<file path="src/rtl/countdown_bar_pkg.sv">
// Shared types and constants for the countdown time-bar overlay.
// The VGA bus is a packed struct. Its flat width is VGA_BUS_SIZE bits.
// Field layout, MSB to LSB: hcount, vcount, hsync, vsync, rgb.
package countdown_bar_pkg;

    localparam int unsigned HCOUNT_W     = 11;
    localparam int unsigned VCOUNT_W     = 11;
    localparam int unsigned RGB_W        = 12;
    localparam int unsigned VGA_BUS_SIZE = HCOUNT_W + VCOUNT_W + 2 + RGB_W;

    typedef struct packed {
        logic [HCOUNT_W-1:0] hcount;
        logic [VCOUNT_W-1:0] vcount;
        logic                hsync;
        logic                vsync;
        logic [RGB_W-1:0]    rgb;
    } vga_bus_t;

    typedef enum logic [2:0] {
        ST_IDLE    = 3'd0,
        ST_ARMED   = 3'd1,
        ST_RUNNING = 3'd2,
        ST_PAUSED  = 3'd3,
        ST_EXPIRED = 3'd4
    } state_t;

    localparam logic [RGB_W-1:0] DEF_FILL_COLOR = 12'h0F0;
    localparam logic [RGB_W-1:0] DEF_BG_COLOR   = 12'h333;
    localparam logic [RGB_W-1:0] DEF_WARN_COLOR = 12'hF00;

    // Counter width for a modulo-n counter. It is never narrower than 1 bit.
    function automatic int unsigned cnt_width(input int unsigned n);
        return (n > 1) ? $clog2(n) : 1;
    endfunction

endpackage

</file>
<file path="src/rtl/countdown_bar_ms_divider.sv">
// Millisecond-tick to pixel-step divider.
// o_step pulses on the tick that completes MS_PER_PIXEL counted ticks.
// Ticks are counted only while i_run is high, so a paused bar freezes here.
// i_clear restarts the count from zero.
module countdown_bar_ms_divider
    import countdown_bar_pkg::*;
#(
    parameter int unsigned MS_PER_PIXEL = 40
) (
    input  logic clk,
    input  logic rst_n,
    input  logic i_clear,
    input  logic i_run,
    input  logic i_tick,
    output logic o_step
);

    localparam int unsigned          CNT_W   = cnt_width(MS_PER_PIXEL);
    localparam logic [CNT_W-1:0]     CNT_MAX = CNT_W'(MS_PER_PIXEL - 1);

    logic [CNT_W-1:0] r_ms_cnt;
    logic             w_adv;

    assign w_adv  = i_tick & i_run;
    assign o_step = w_adv & (r_ms_cnt == CNT_MAX);

    // Count gated ticks modulo MS_PER_PIXEL.
    always_ff @(posedge clk or negedge rst_n) begin
        if (!rst_n) begin
            r_ms_cnt <= '0;
        end else if (i_clear) begin
            r_ms_cnt <= '0;
        end else if (w_adv) begin
            if (r_ms_cnt == CNT_MAX) r_ms_cnt <= '0;
            else                     r_ms_cnt <= r_ms_cnt + 1'b1;
        end
    end

endmodule

</file>
<file path="src/rtl/countdown_bar.sv">
// Countdown time-bar overlay for the VGA bus.
// The bar loses one pixel every MS_PER_PIXEL ms and supports pause and bonus refill.
// It switches to a blinking warning colour when little time is left.
// Every bus field leaves exactly one clock after it arrives.
// Handshake: this block has no valid/ready channel.
//   start and add_bonus are single-cycle pulses sampled on the clock edge.
//   pause and module_en are levels.
//   one_ms_tick is a one-cycle pulse that advances time.
module countdown_bar
    import countdown_bar_pkg::*;
#(
    parameter int unsigned      BAR_X        = 0,
    parameter int unsigned      BAR_Y        = 575,
    parameter int unsigned      BAR_W        = 800,
    parameter int unsigned      BAR_H        = 25,
    parameter int unsigned      MS_PER_PIXEL = 40,
    parameter int unsigned      WARN_PIXELS  = 160,
    parameter int unsigned      BLINK_MS     = 250,
    parameter int unsigned      BONUS_PIXELS = 100,
    parameter logic [RGB_W-1:0] FILL_COLOR   = DEF_FILL_COLOR,
    parameter logic [RGB_W-1:0] BG_COLOR     = DEF_BG_COLOR,
    parameter logic [RGB_W-1:0] WARN_COLOR   = DEF_WARN_COLOR
) (
    input  logic                    clk,
    input  logic                    rst_n,
    input  logic                    module_en,
    input  logic                    start,
    input  logic                    pause,
    input  logic                    add_bonus,
    input  logic                    one_ms_tick,
    input  logic [VGA_BUS_SIZE-1:0] vga_bus_in,
    output logic [VGA_BUS_SIZE-1:0] vga_bus_out,
    output logic [9:0]              remaining,
    output logic                    warning,
    output logic                    elapsed,
    output state_t                  state_dbg
);

    localparam logic [9:0]  W_BAR   = 10'(BAR_W);
    localparam logic [10:0] W_BONUS = 11'(BONUS_PIXELS);
    localparam logic [10:0] W_WARN  = 11'(WARN_PIXELS);
    localparam logic [11:0] X_LO    = 12'(BAR_X);
    localparam logic [11:0] X_HI    = 12'(BAR_X + BAR_W);
    localparam logic [11:0] Y_LO    = 12'(BAR_Y);
    localparam logic [11:0] Y_HI    = 12'(BAR_Y + BAR_H);
    localparam int unsigned BLK_W   = cnt_width(BLINK_MS);
    localparam logic [BLK_W-1:0] BLK_MAX = BLK_W'(BLINK_MS - 1);

    vga_bus_t         w_bus_in;
    vga_bus_t         r_bus_out;
    state_t           r_state;
    logic [9:0]       r_remaining;
    logic [BLK_W-1:0] r_blink_cnt;
    logic             r_blink_on;

    logic             w_start_go;
    logic             w_active;
    logic             w_run;
    logic             w_clear;
    logic             w_step;
    logic             w_dec;
    logic             w_bonus;
    logic [10:0]      w_sum;
    logic [9:0]       w_rem_next;
    logic             w_warning;
    logic [11:0]      w_hx;
    logic [11:0]      w_vy;
    logic [11:0]      w_xoff;
    logic             w_in_bar;
    logic [RGB_W-1:0] w_rgb;

    assign w_bus_in = vga_bus_t'(vga_bus_in);

    // A start pulse is honoured in every enabled state except IDLE.
    assign w_start_go = module_en & start & (r_state != ST_IDLE);
    assign w_active   = (r_state == ST_RUNNING) || (r_state == ST_PAUSED);
    // Time advances only in RUNNING, and only when pause, start and disable are all absent.
    assign w_run      = module_en & ~start & ~pause & (r_state == ST_RUNNING);
    assign w_clear    = w_start_go | ~module_en;

    countdown_bar_ms_divider #(
        .MS_PER_PIXEL(MS_PER_PIXEL)
    ) u_ms_divider (
        .clk    (clk),
        .rst_n  (rst_n),
        .i_clear(w_clear),
        .i_run  (w_run),
        .i_tick (one_ms_tick),
        .o_step (w_step)
    );

    // Decrement and bonus are summed in 11 bits, then saturated at BAR_W.
    // The decrement is suppressed at zero so the length never wraps.
    assign w_dec      = w_step & (r_remaining != 10'd0);
    assign w_bonus    = module_en & ~start & add_bonus & w_active;
    assign w_sum      = {1'b0, r_remaining} - {10'd0, w_dec} + (w_bonus ? W_BONUS : 11'd0);
    assign w_rem_next = (w_sum > {1'b0, W_BAR}) ? W_BAR : w_sum[9:0];
    assign w_warning  = w_active && ({1'b0, r_remaining} <= W_WARN);

    // Main FSM and remaining-length register. Disable overrides everything.
    always_ff @(posedge clk or negedge rst_n) begin
        if (!rst_n) begin
            r_state     <= ST_IDLE;
            r_remaining <= 10'd0;
        end else if (!module_en) begin
            r_state     <= ST_IDLE;
            r_remaining <= 10'd0;
        end else if (w_start_go) begin
            r_state     <= pause ? ST_PAUSED : ST_RUNNING;
            r_remaining <= W_BAR;
        end else begin
            case (r_state)
                ST_IDLE:    r_state <= ST_ARMED;
                ST_ARMED:   r_state <= ST_ARMED;
                ST_RUNNING: begin
                    r_remaining <= w_rem_next;
                    if ((r_remaining == 10'd0) && !w_bonus) r_state <= ST_EXPIRED;
                    else if (pause)                         r_state <= ST_PAUSED;
                end
                ST_PAUSED: begin
                    r_remaining <= w_rem_next;
                    if (!pause) r_state <= ST_RUNNING;
                end
                ST_EXPIRED: r_state <= ST_EXPIRED;
                default:    r_state <= ST_IDLE;
            endcase
        end
    end

    // Warning blink. It counts running ticks while in warning and toggles at each wrap.
    // It re-arms to on whenever warning is low.
    always_ff @(posedge clk or negedge rst_n) begin
        if (!rst_n) begin
            r_blink_cnt <= '0;
            r_blink_on  <= 1'b1;
        end else if (w_start_go || !w_warning || !module_en) begin
            r_blink_cnt <= '0;
            r_blink_on  <= 1'b1;
        end else if (one_ms_tick && w_run) begin
            if (r_blink_cnt == BLK_MAX) begin
                r_blink_cnt <= '0;
                r_blink_on  <= ~r_blink_on;
            end else begin
                r_blink_cnt <= r_blink_cnt + 1'b1;
            end
        end
    end

    assign w_hx     = {1'b0, w_bus_in.hcount};
    assign w_vy     = {1'b0, w_bus_in.vcount};
    assign w_xoff   = w_hx - X_LO;
    assign w_in_bar = (w_hx >= X_LO) && (w_hx < X_HI) && (w_vy >= Y_LO) && (w_vy < Y_HI);

    // Pixel colour inside the bar rectangle, chosen by state. Outside the bar, rgb passes through.
    always_comb begin
        w_rgb = w_bus_in.rgb;
        if (w_in_bar) begin
            case (r_state)
                ST_ARMED:   w_rgb = FILL_COLOR;
                ST_RUNNING,
                ST_PAUSED: begin
                    if (w_xoff < {2'b00, r_remaining}) begin
                        if (!w_warning)      w_rgb = FILL_COLOR;
                        else if (r_blink_on) w_rgb = WARN_COLOR;
                        else                 w_rgb = BG_COLOR;
                    end else begin
                        w_rgb = BG_COLOR;
                    end
                end
                ST_EXPIRED: w_rgb = BG_COLOR;
                default:    w_rgb = w_bus_in.rgb;
            endcase
        end
    end

    // One-clock bus register carrying timing fields unchanged and the overlaid rgb.
    always_ff @(posedge clk or negedge rst_n) begin
        if (!rst_n) begin
            r_bus_out <= '0;
        end else begin
            r_bus_out     <= w_bus_in;
            r_bus_out.rgb <= w_rgb;
        end
    end

    assign vga_bus_out = r_bus_out;
    assign remaining   = r_remaining;
    assign warning     = w_warning;
    assign elapsed     = (r_state == ST_EXPIRED);
    assign state_dbg   = r_state;

endmodule

</file>
<file path="config.mk">
export PLATFORM = sky130hd
export DESIGN_NAME = countdown_bar
export DESIGN_NICKNAME = d
export VERILOG_FILES = /design/src/rtl/countdown_bar_pkg.sv /design/src/rtl/countdown_bar_ms_divider.sv /design/src/rtl/countdown_bar.sv
export SDC_FILE = /design/constraint.sdc
export NUM_CORES = 1
export LEC_CHECK = 0
export ABC_CLOCK_PERIOD_IN_PS = 5600
export BUFFER_PORTS_ARGS = -buffer_cell sky130_fd_sc_hd__buf_4
export CAP_MARGIN = 10
export CORE_MARGIN = 2
export CORE_UTILIZATION = 50
export CTS_CLUSTER_DIAMETER = 60
export DETAILED_ROUTE_END_ITERATION = 10
export GPL_TIMING_DRIVEN = 0
export PLACE_DENSITY = 0.79
export REMOVE_ABC_BUFFERS = 1
export SLEW_MARGIN = 20
export SYNTH_ARGS = -nofsm -noshare
export SYNTH_HDL_FRONTEND = slang
export SYNTH_HIERARCHICAL = 1
export SYNTH_SLANG_ARGS = --single-unit
</file>
<file path="constraint.sdc">
create_clock -name clk -period 5.6 [get_ports clk]
set_clock_uncertainty 0.1 [all_clocks]
set_input_delay 0.56 -clock clk [delete_from_list [all_inputs] [get_ports clk]]
set_output_delay 0.56 -clock clk [all_outputs]
set_load 0.02 [all_outputs]
</file>
Word level (Yosys, flattened, before mapping)
Index checks and enable logic that the tools add are counted.

Register bits: 64. Input port bits: 43. Word-level logic and storage cells: 94.

$add $sub $neg: 4. Order comparisons: 7. Equal/unequal tests: 9. Muxes and demuxes: 26. Bitwise operators: 15. Reduce and logical (&&, ||, !) cells: 23.

Operators with widths (count): two-way mux 12 bit (4); two-way mux 10 bit (4); one-hot mux 12 bit (3 select lines) (1); two-way mux 8 bit (3); less-than comparator 11 x 10 -> 1 bit, second input constant (2); two-way mux 6 bit (3); two-way mux 3 bit (5); one-hot mux 3 bit (4 select lines) (1); adder 11 x 7 -> 11 bit (1); >= comparator 11 x 1 -> 1 bit, second input constant (1); >= comparator 11 x 10 -> 1 bit, second input constant (1); greater-than comparator 11 x 10 -> 1 bit, second input constant (1); less-than comparator 11 x 10 -> 1 bit (1); subtractor 10 x 1 -> 11 bit (1); bitwise AND 1 bit (10); less-or-equal comparator 10 x 8 -> 1 bit, second input constant (1); zero test 10 bit (1); nonzero test 10 bit (1); adder 8 x 1 -> 8 bit, second input constant (1); equality test 8 bit, second input constant (1); two-way mux 7 bit (1); adder 6 x 1 -> 6 bit, second input constant (1); equality test 3 x 2 -> 1 bit, second input constant (2); equality test 6 bit, second input constant (1); 16 further kinds (35).

Longest topological paths before layout
Gate-level depths: netlist of run 1.

Depth after elaboration: 14. Gate-level depth with buffers: 18. Mapped depth without buffers: 16.

Hierarchy
The synthesis of run 1 kept the hierarchy.

By module, submodules not included: countdown_bar (times used 1, cells each 320, area an instance 3255.6 µm²); countdown_bar_ms_divider (times used 1, cells each 32, area an instance 316.6 µm²).

Worst setup path before layout of run 1
Ideal clock, no wire load.

Kind: register to register. From: register r_state[2], in the netlist state_dbg[2]. To: register r_remaining[3], in the netlist remaining[3]. Setup time: 0.141 ns. Data arrival time: 3.705 ns. Slack: 1.654 ns. Stages on the path, launching flop included: 19. Buffers on the path: 2. Period minus slack after synthesis: 3.946 ns. Cells stage by stage: dfrtp_1 > buf_6 > nand2b_1 > buf_6 > nor4_4 > nand4_1 > nor4b_2 > nor2b_1 > ha_1 > inv_1 > ha_1 > inv_1 > fa_1 > nor2b_1 > o31a_1 > a21oi_1 > a21bo_1 > a311oi_2 > o31ai_1.

Word-level cells in the longest chain between the ends: 12. Elaborated cells between the ends (all ways): 20. Those cells by class: add/sub (2); order compare (1); eq/ne (3); mux (5); bitwise (6); reduce/logical (3).

RTL lines: start: declaration (RTL line countdown_bar.sv:51) `state_t r_state;`; start signal: assignment (RTL line countdown_bar.sv:109) `r_state <= pause ? ST_PAUSED : ST_RUNNING;`; equality test 3 x 2 -> 1 bit * (RTL line countdown_bar.sv:78) `assign w_run = module_en & ~start & ~pause & (r_state == ST_RUNNING);`; bitwise AND 1 bit * (RTL line countdown_bar.sv:78); net w_run (RTL line countdown_bar.sv:58) `logic w_run;`; bitwise AND 1 bit * (RTL line countdown_bar_ms_divider.sv:24) `assign w_adv = i_tick & i_run;`; bitwise AND 1 bit * (RTL line countdown_bar_ms_divider.sv:25) `assign o_step = w_adv & (r_ms_cnt == CNT_MAX);`; net w_step (RTL line countdown_bar.sv:60) `logic w_step;`; bitwise AND 1 bit * (RTL line countdown_bar.sv:94) `assign w_dec = w_step & (r_remaining != 10'd0);`; subtractor 10 x 1 -> 11 bit * (RTL line countdown_bar.sv:96) `assign w_sum = {1'b0, r_remaining} - {10'd0, w_dec} + (w_bonus ? W_BONUS : 11'd0);`; adder 11 x 7 -> 11 bit * (RTL line countdown_bar.sv:96); greater-than comparator 11 x 10 -> 1 bit (RTL line countdown_bar.sv:97) `assign w_rem_next = (w_sum > {1'b0, W_BAR}) ? W_BAR : w_sum[9:0];`; two-way mux 10 bit * (RTL line countdown_bar.sv:97); two-way mux 10 bit * (RTL line countdown_bar.sv:112) `case (r_state)`; two-way mux 10 bit * (RTL line countdown_bar.sv:108) `end else if (w_start_go) begin`; two-way mux 10 bit * (RTL line countdown_bar.sv:105) `end else if (!module_en) begin`; end signal: assignment (RTL line countdown_bar.sv:116) `r_remaining <= w_rem_next;`; end signal: assignment (RTL line countdown_bar.sv:121) `r_remaining <= w_rem_next;`; end: declaration (RTL line countdown_bar.sv:52) `logic [9:0] r_remaining;`.

Mark *: on every way through the listed nets, which the timed path passes. The rest lies on a longest branch. The select of a mux whose other input is x is not followed. A chain may end at the register's enable or synchronous reset.

Worst setup path in the final report of run 1
Same ends and word-level chain as after synthesis.

==> results by group, run 1 <==
Finish
  – Area occupied by registers: 1600 um2
  – Fraction of final layout cells sized beyond drive strength 1: 27.0%
  – Final-layout fill cell count: 574
  – Antenna diode count: 0
  – Net count reported at finish: 518
  – Most frequent standard cell in the layout excluding fill and tap cells: buf_4
  – Area of combinational cells with multiple inputs: 1790 um2
  – Commonest cells after routing, fill and taps aside: 93 x buf_4, 63 x dfrtp_1, 30 x inv_1
  – Area grow syn2layout: 26.2%
  – Area of all placed cells without fillers: 4510 um2

Clock tree
  – Number of sinks handled by clock tree synthesis: 64
  – Clock network latency to the later pin of the worst-skew pair: 330 ps
  – Buffer count from post-CTS setup fixing: 0
  – Clk Tree Root Cell: clkbuf_8
  – Clock H-tree levels: 3
  – Clock-pin transition on the worst setup and hold timing paths: 70 ps
  – Clock tree from TritonCTS: yes
  – Clock buffers created by TritonCTS: 9
  – Maximum root-to-sink buffer count: 2
  – Post-CTS resize count: 0
  – Number of buffers added to fix hold violations after cts: 0

Setup path
  – Required time of the critical path: 5690 ps
  – Crit path max-delay family: simple AND/OR/NAND/NOR gates
  – Type of the setup path with the least slack: reg2reg
  – Max incr delay on CP: 500 ps
  – Buffers plus inverters on the worst setup path: 2
  – Type of origin of the critical path: register
  – Max Fanout on Critical Path: 9
  – Slowest cell on the critical path: dfrtp_1
  – Cell chain of the critical path: nand2b_1 > nor4_4 > nand4_1 > nor4b_2 > nor2b_1 > ha_1 > inv_1 > ha_1 > inv_1 > fa_1 > nor2b_1 > o31a_1 > a21oi_1 > a21bo_1 > a311oi_2 > o31ai_1
  – CP Capture Type: register
  – Data arrival time of the worst path: 4760 ps

Power
  – Internal portion of total power: 852 uW
  – Proportion of power drawn by the clock network: 29.1%
  – Net switching power of the design: 419 uW
  – Combinational group share of total power: 31.2%
  – PD cells: 282 nW/um2
  – Seq pwr share: 39.7%
  – Max IR drop VDD: 0.000144 V
  – Static leakage: 2.07 nW
  – Fraction of power spent switching nets: 33.0%

Floorplan
  – X dimension of the die: 88.5 um
  – Initial core utilization: 52.0%
  – Count of standard-cell rows: 30
  – Number of top-level design ports: 94
  – Die span in y: 88.5 um
  – Floorplan core area: 6870 um2
  – Full die area: 7840 um2

Timing
  – Endpoints failing setup: 0
  – Crit path time final: 4670 ps
  – Final Hold Viols: 0
  – Total negative setup slack: 0 ps
  – Max Slew Vio Count: 0
  – Achievable Freq: 214 MHz
  – RSZ-0062 raised after global routing: false
  – Relative slew slack: 46.5%
  – Worst-margin pin slew: 803 ps
  – Fin crit share: 83.3%

Logic synthesis
  – Post-synthesis async set-or-reset flop share: 100%
  – Netlist area before placement: 3570 um2
  – Ranking of synthesized cells by area: dfrtp_1 44%, ha_1 9.5%, a21oi_1 3.2%, inv_1 3.2%, nor2_1 2.7%
  – Mapped Avg Cell Area: 10.1 um2
  – Number of flops mapped to enable cells by yosys: 0
  – Seq cells post-synth: 64
  – Leading register cell type out of synthesis: dfrtp_1
  – Share of the synthesized area in the top cell type: 44.1%
  – Post-synthesis instance total: 352
  – Proportion of synthesized chip area in sequential cells: 44.9%
  – Number of different library cells in the post-synthesis netlist: 64
  – Synthesis Warnings: 6
  – Cell accounting for the most synthesized area: dfrtp_1

Route
  – Number of antenna-violating nets in the routed design: 0
  – Routed wire length: 8130 um
  – Post-route DRC: 0
  – Average routed wire per standard cell: 14.8 um
  – Via count: 2941
  – Avg Vias per Cell: 5.37
  – Detailed Route Iter0 Violations: 117
  – Detailed Routing Iterations Pass 1: 4

GRT
  – Met1 usage: 28.3%
  – Initial antenna violation count: 0
  – Largest net degree at the start of global routing: 65
  – Global-route wire length before repair: 13400 um
  – Global Route Usage Sum: 21.9%
  – Met2 GRT Util: 36.8%
  – Grt met3 use: 3.73%
  – GRT Residual Overflow: 0
  – Global-route layer with the greatest usage: met2
  – Via count of the first global-routing pass: 2893

Job
  – Max-capacitance violation count: 0

Placement
  – IO Port Bufs: 93
  – GP Congestion: 0.856
  – Post-detailed-placement cell area: 4330 um2
  – HPWL after detailed placement: 6240 um

Min path
  – Hold Path Class: in2async

Outcome
  – Run status: finished clean
==> synthesized netlist by cell type (4+ instances only) <==
cell and n:
a211oi_1 6, a21o_1 6, a21oi_1 23, dfrtp_1 63, ha_1 27, inv_1 30
mux2i_1 6, nand2_1 19, nand2b_1 4, nand3_1 15, nor2_1 26, nor2b_1 7
nor3_1 6, o21ai_0 15, o21ai_1 4, o31a_1 4, o31ai_1 7, or3_1 8
xnor2_1 9
==> cell families (layout without fill, tap and decap cells) <==
kind of cell             after synthesis  after routing  share of synthesized area [%]
adder cells (fa/ha/maj)               28             28                           10.0
multiplexers                           8              8                           2.31
buffers and inverters                 39            139                           4.90
flip-flops                            64             64                           44.9
AO/OA/AOI/OAI                         91             91                           18.0
XOR/XNOR                              12             12                           2.94
AND/OR/NAND/NOR                      110            110                           16.9
==> sequential cells by signal, summed over array words and instances (netlist names) <==
name                   flops
remaining                 10
r_blink_on                 1
vga_bus_out               36
u_ms_divider/r_ms_cnt      6
state_dbg                  3
r_blink_cnt                8
==> layout make-up <==
class,count,area share [%]
multi-input cells,249,39.8
flip-flops and latches,64,35.6
repair buffers,93,15.5
clock buffers,12,3.00
well taps,96,2.66
inverters,30,2.50
clock inverters,4,0.999
==> path summary, 6_finish.rpt <==
kind | depth (start not counted) | startpoint | endpoint | slack [ps]
min reg2reg | 2 | r_blink_on$_DFFE_PN1P_ | r_blink_on$_DFFE_PN1P_ | 430
min | 1 | rst_n | r_blink_cnt[5]$_DFFE_PN0P_ | 210
max reg2reg | 16 | state_dbg[2]$_DFFE_PN0P_ | remaining[3]$_DFFE_PN0P_ | 930
min in group clk | 1 | vga_bus_in[13] | vga_bus_out[13]$_DFF_PN0_ | 230
max | 16 | state_dbg[2]$_DFFE_PN0P_ | remaining[3]$_DFFE_PN0P_ | 930
max in group asynchronous | 1 | rst_n | r_blink_cnt[2]$_DFFE_PN0P_ | 4660
==> per-stage QoR <==
| step | total power, mW | cells | hold slack [ps] | setup WS (ps) | util, % |
|---|---|---|---|---|---|
| after CTS | 1.28 | 548 | 220 | 948 | 65.6 |
| after detailed placement | 0.905 | 532 | 432 | 973 | 63.0 |
| after floorplan | 0.776 | 343 | 164 | 1680 | - |
| final | 1.27 | 548 | 206 | 933 | 65.6 |
| after global placement | 0.897 | 532 | 419 | 1060 | 63.0 |
| after global routing | 1.34 | 548 | 219 | 482 | 65.6 |
==> metal layers <==
layer / wire length (um) / vias to the layer above
li1: - / 1460
met1: 3610 / 1377
met2: 3930 / 93
met3: 456 / 11
met4: 132 / 0
met5: 0 / -
==> power groups by stage <==
stage               logic, mW  registers (mW)  clock network (mW)
floorplan               0.239           0.537                   0
global placement        0.385           0.511                   0
detailed placement      0.393           0.512                   0
CTS                     0.395           0.503               0.378
global route            0.439           0.506               0.397
finish                  0.396           0.504               0.370
No activity file was read; power rests on OpenSTA's default activity.
==> inputs of run 2 (changes only) <==
--- a/config.mk
+++ b/config.mk
@@ -5,15 +5,15 @@
 export SDC_FILE = /design/constraint.sdc
 export NUM_CORES = 1
 export LEC_CHECK = 0
-export ABC_CLOCK_PERIOD_IN_PS = 5600
+export ABC_CLOCK_PERIOD_IN_PS = 4160
 export BUFFER_PORTS_ARGS = -buffer_cell sky130_fd_sc_hd__buf_4
 export CAP_MARGIN = 10
 export CORE_MARGIN = 2
-export CORE_UTILIZATION = 50
+export CORE_UTILIZATION = 48
 export CTS_CLUSTER_DIAMETER = 60
 export DETAILED_ROUTE_END_ITERATION = 10
 export GPL_TIMING_DRIVEN = 0
-export PLACE_DENSITY = 0.79
+export PLACE_DENSITY = 0.8
 export REMOVE_ABC_BUFFERS = 1
 export SLEW_MARGIN = 20
 export SYNTH_ARGS = -nofsm -noshare
==> constraint.sdc (replaced) <==
create_clock -name clk -period 4.16 [get_ports clk]
set_clock_uncertainty 0.1 [all_clocks]
set_input_delay 0.416 -clock clk [delete_from_list [all_inputs] [get_ports clk]]
set_output_delay 0.416 -clock clk [all_outputs]
set_load 0.02 [all_outputs]
==> run 2 against run 1 <==
  * Worst setup slack worse by 710 ps
  * Register-to-register slack worse by 710 ps
  * Sequential power is 35% higher
  * Total power is 49% higher
  * Global-route usage is 0.30 points lower
  * Hold slack worse by 170 ps
  * Design area is 4.6% higher
  * First-iteration DRC count is 4.3% higher
  * Critical path type unchanged
  * Critical endpoint unchanged
  * Largest power group unchanged
  * Highest routed layer unchanged
==> results by group, run 2 (same netlist as run 1, synthesis figures left out) <==
Outcome
  – Run status: finished clean

Route
  – Detailed Routing Iterations Pass 1: 4
  – Number of antenna-violating nets in the routed design: 0
  – Average routed wire per standard cell: 15.5 um
  – Routed metal-1 wirelength: 3580 um
  – Via count: 3054
  – Routed length on met3: 485 um
  – Routed wire length: 8650 um
  – Detailed Route Iter0 Violations: 122
  – Post-route DRC: 0
  – Avg Vias per Cell: 5.46
  – Met2 wire length: 4370 um
  – Top routing layer used: met4

Setup path
  – Slowest cell on the critical path: dfrtp_2
  – Depth of the critical timing path with buffers and inverters included: 16
  – Max incr delay on CP: 440 ps
  – Type of the setup path with the least slack: reg2reg
  – Cell chain of the critical path: nand2b_4 > nor4_4 > nand4_1 > nor4b_4 > nor2b_4 > ha_1 > inv_1 > ha_1 > inv_1 > fa_1 > nor2b_1 > o31a_1 > a21oi_2 > a21bo_1 > a311oi_4 > o31ai_1
  – Data arrival time of the worst path: 4060 ps
  – Required time of the critical path: 4280 ps
  – Type of origin of the critical path: register
  – Max Fanout on Critical Path: 9
  – Crit path max-delay family: simple AND/OR/NAND/NOR gates
  – CP Capture Type: register
  – Number of cells traversed by the worst register-to-register path: 16
  – Buffers plus inverters on the worst setup path: 2

Timing
  – Worst setup slack after layout: 224 ps
  – Achievable Freq: 254 MHz
  – Endpoints failing setup: 0
  – Fin crit share: 94.6%
  – Final Hold Viols: 0
  – Crit path time final: 3940 ps
  – Max Slew Vio Count: 0
  – Worst-margin pin slew: 792 ps
  – Relative slew slack: 47.2%

GRT
  – GRT Residual Overflow: 0
  – Via count of the first global-routing pass: 2994
  – Initial antenna violation count: 0
  – Largest net degree at the start of global routing: 65
  – Global Route Usage Sum: 21.6%
  – Global-route wire length before repair: 14000 um

Floorplan
  – Number of top-level design ports: 94
  – Initial core utilization: 49.5%
  – Full die area: 8150 um2
  – X dimension of the die: 90.3 um
  – Floorplan core area: 7210 um2
  – Count of standard-cell rows: 31
  – Die span in y: 90.3 um

Finish
  – Net count reported at finish: 526
  – Fraction of final layout cells sized beyond drive strength 1: 31.7%
  – Flip-flop count of the largest register, all copies and words added: 36
  – Most frequent standard cell in the layout excluding fill and tap cells: buf_4
  – Area of all placed cells without fillers: 4710 um2
  – Antenna diode count: 0
  – Area grow syn2layout: 32.0%
  – Commonest cells after routing, fill and taps aside: 101 x buf_4, 61 x dfrtp_1, 28 x inv_1
  – Final standard cell utilization of the core: 65.3%

Power
  – Static leakage: 2.14 nW
  – PD cells: 403 nW/um2
  – Total Power Consumption: 1.90 mW
  – Max IR drop VDD: 0.000213 V

Clock tree
  – Maximum root-to-sink buffer count: 2
  – Number of buffers added to fix hold violations after cts: 0
  – Clock network latency to the later pin of the worst-skew pair: 360 ps
  – Clock buffers created by TritonCTS: 9
  – Clk Tree Root Cell: clkbuf_8
  – Clock H-tree levels: 3
  – Number of sinks handled by clock tree synthesis: 64
  – Clock tree from TritonCTS: yes
  – Clock-pin transition on the worst setup and hold timing paths: 80 ps

Min path
  – Hold Path Class: in2async

Job
  – Max-capacitance violation count: 0

Placement
  – IO Port Bufs: 93
  – Worst Setup Slack post-DPL: -436 ps
  – HPWL after detailed placement: 6210 um
  – Post-detailed-placement cell area: 4330 um2
  – GP Congestion: 0.831
[run 2: cell type report]
type	count	area (um2)
Multi-Input combinational cell	249	1880
Fill cell	570	2500
Clock inverter	6	92.6
Tap cell	99	124
Clock buffer	10	138
Timing Repair Buffer	101	758
Inverter	30	113
Sequential cell	64	1610
[run 2: power by group]
group / leakage, nW / internal (mW) / switching [mW] / total, mW
clock network: 0.109 / 0.355 / 0.256 / 0.611
registers: 0.798 / 0.652 / 0.0256 / 0.678
logic: 1.23 / 0.254 / 0.355 / 0.609
total: 2.14 / 1.26 / 0.636 / 1.90
[run 2: worst paths after layout]
path / to / start / slack (ps)
worst min register to register: r_blink_on$_DFFE_PN1P_ / r_blink_on$_DFFE_PN1P_ / 430
worst max register to register: remaining[3]$_DFFE_PN0P_ / state_dbg[2]$_DFFE_PN0P_ / 220
worst max-delay path: remaining[3]$_DFFE_PN0P_ / state_dbg[2]$_DFFE_PN0P_ / 220
worst min-delay path: vga_bus_out[6]$_DFF_PN0_ / rst_n / 40
max in group asynchronous: state_dbg[1]$_DFFE_PN0P_ / rst_n / 3360
min in group clk: vga_bus_out[12]$_DFF_PN0_ / vga_bus_in[12] / 60
[run 2: metal layers]
layer	GRT usage (%)	vias to the layer above
met2	37.0	106
li1	-	1474
met1	25.7	1458
met4	11.9	0
met5	0	-
met3	4.17	16
[run 2: repair_timing]
item                                    CTS  global route
endpoints found under the setup margin    9             9
hold endpoints to repair                  0             0
pin swaps                                 2             6
gates cloned                              0             0
setup buffers                             1             7
gates resized for setup                   6            13
[run 2: through the flow]
stage	hold WS, ps	std cells	TNS (ps)
2_1_floorplan	20.4	343	0
3_3_place_gp	407	535	-2280
3_5_place_dp	425	535	-2910
4_1_cts	52.6	552	0
5_1_grt	48.3	559	-3.04
6_report	36.7	559	0
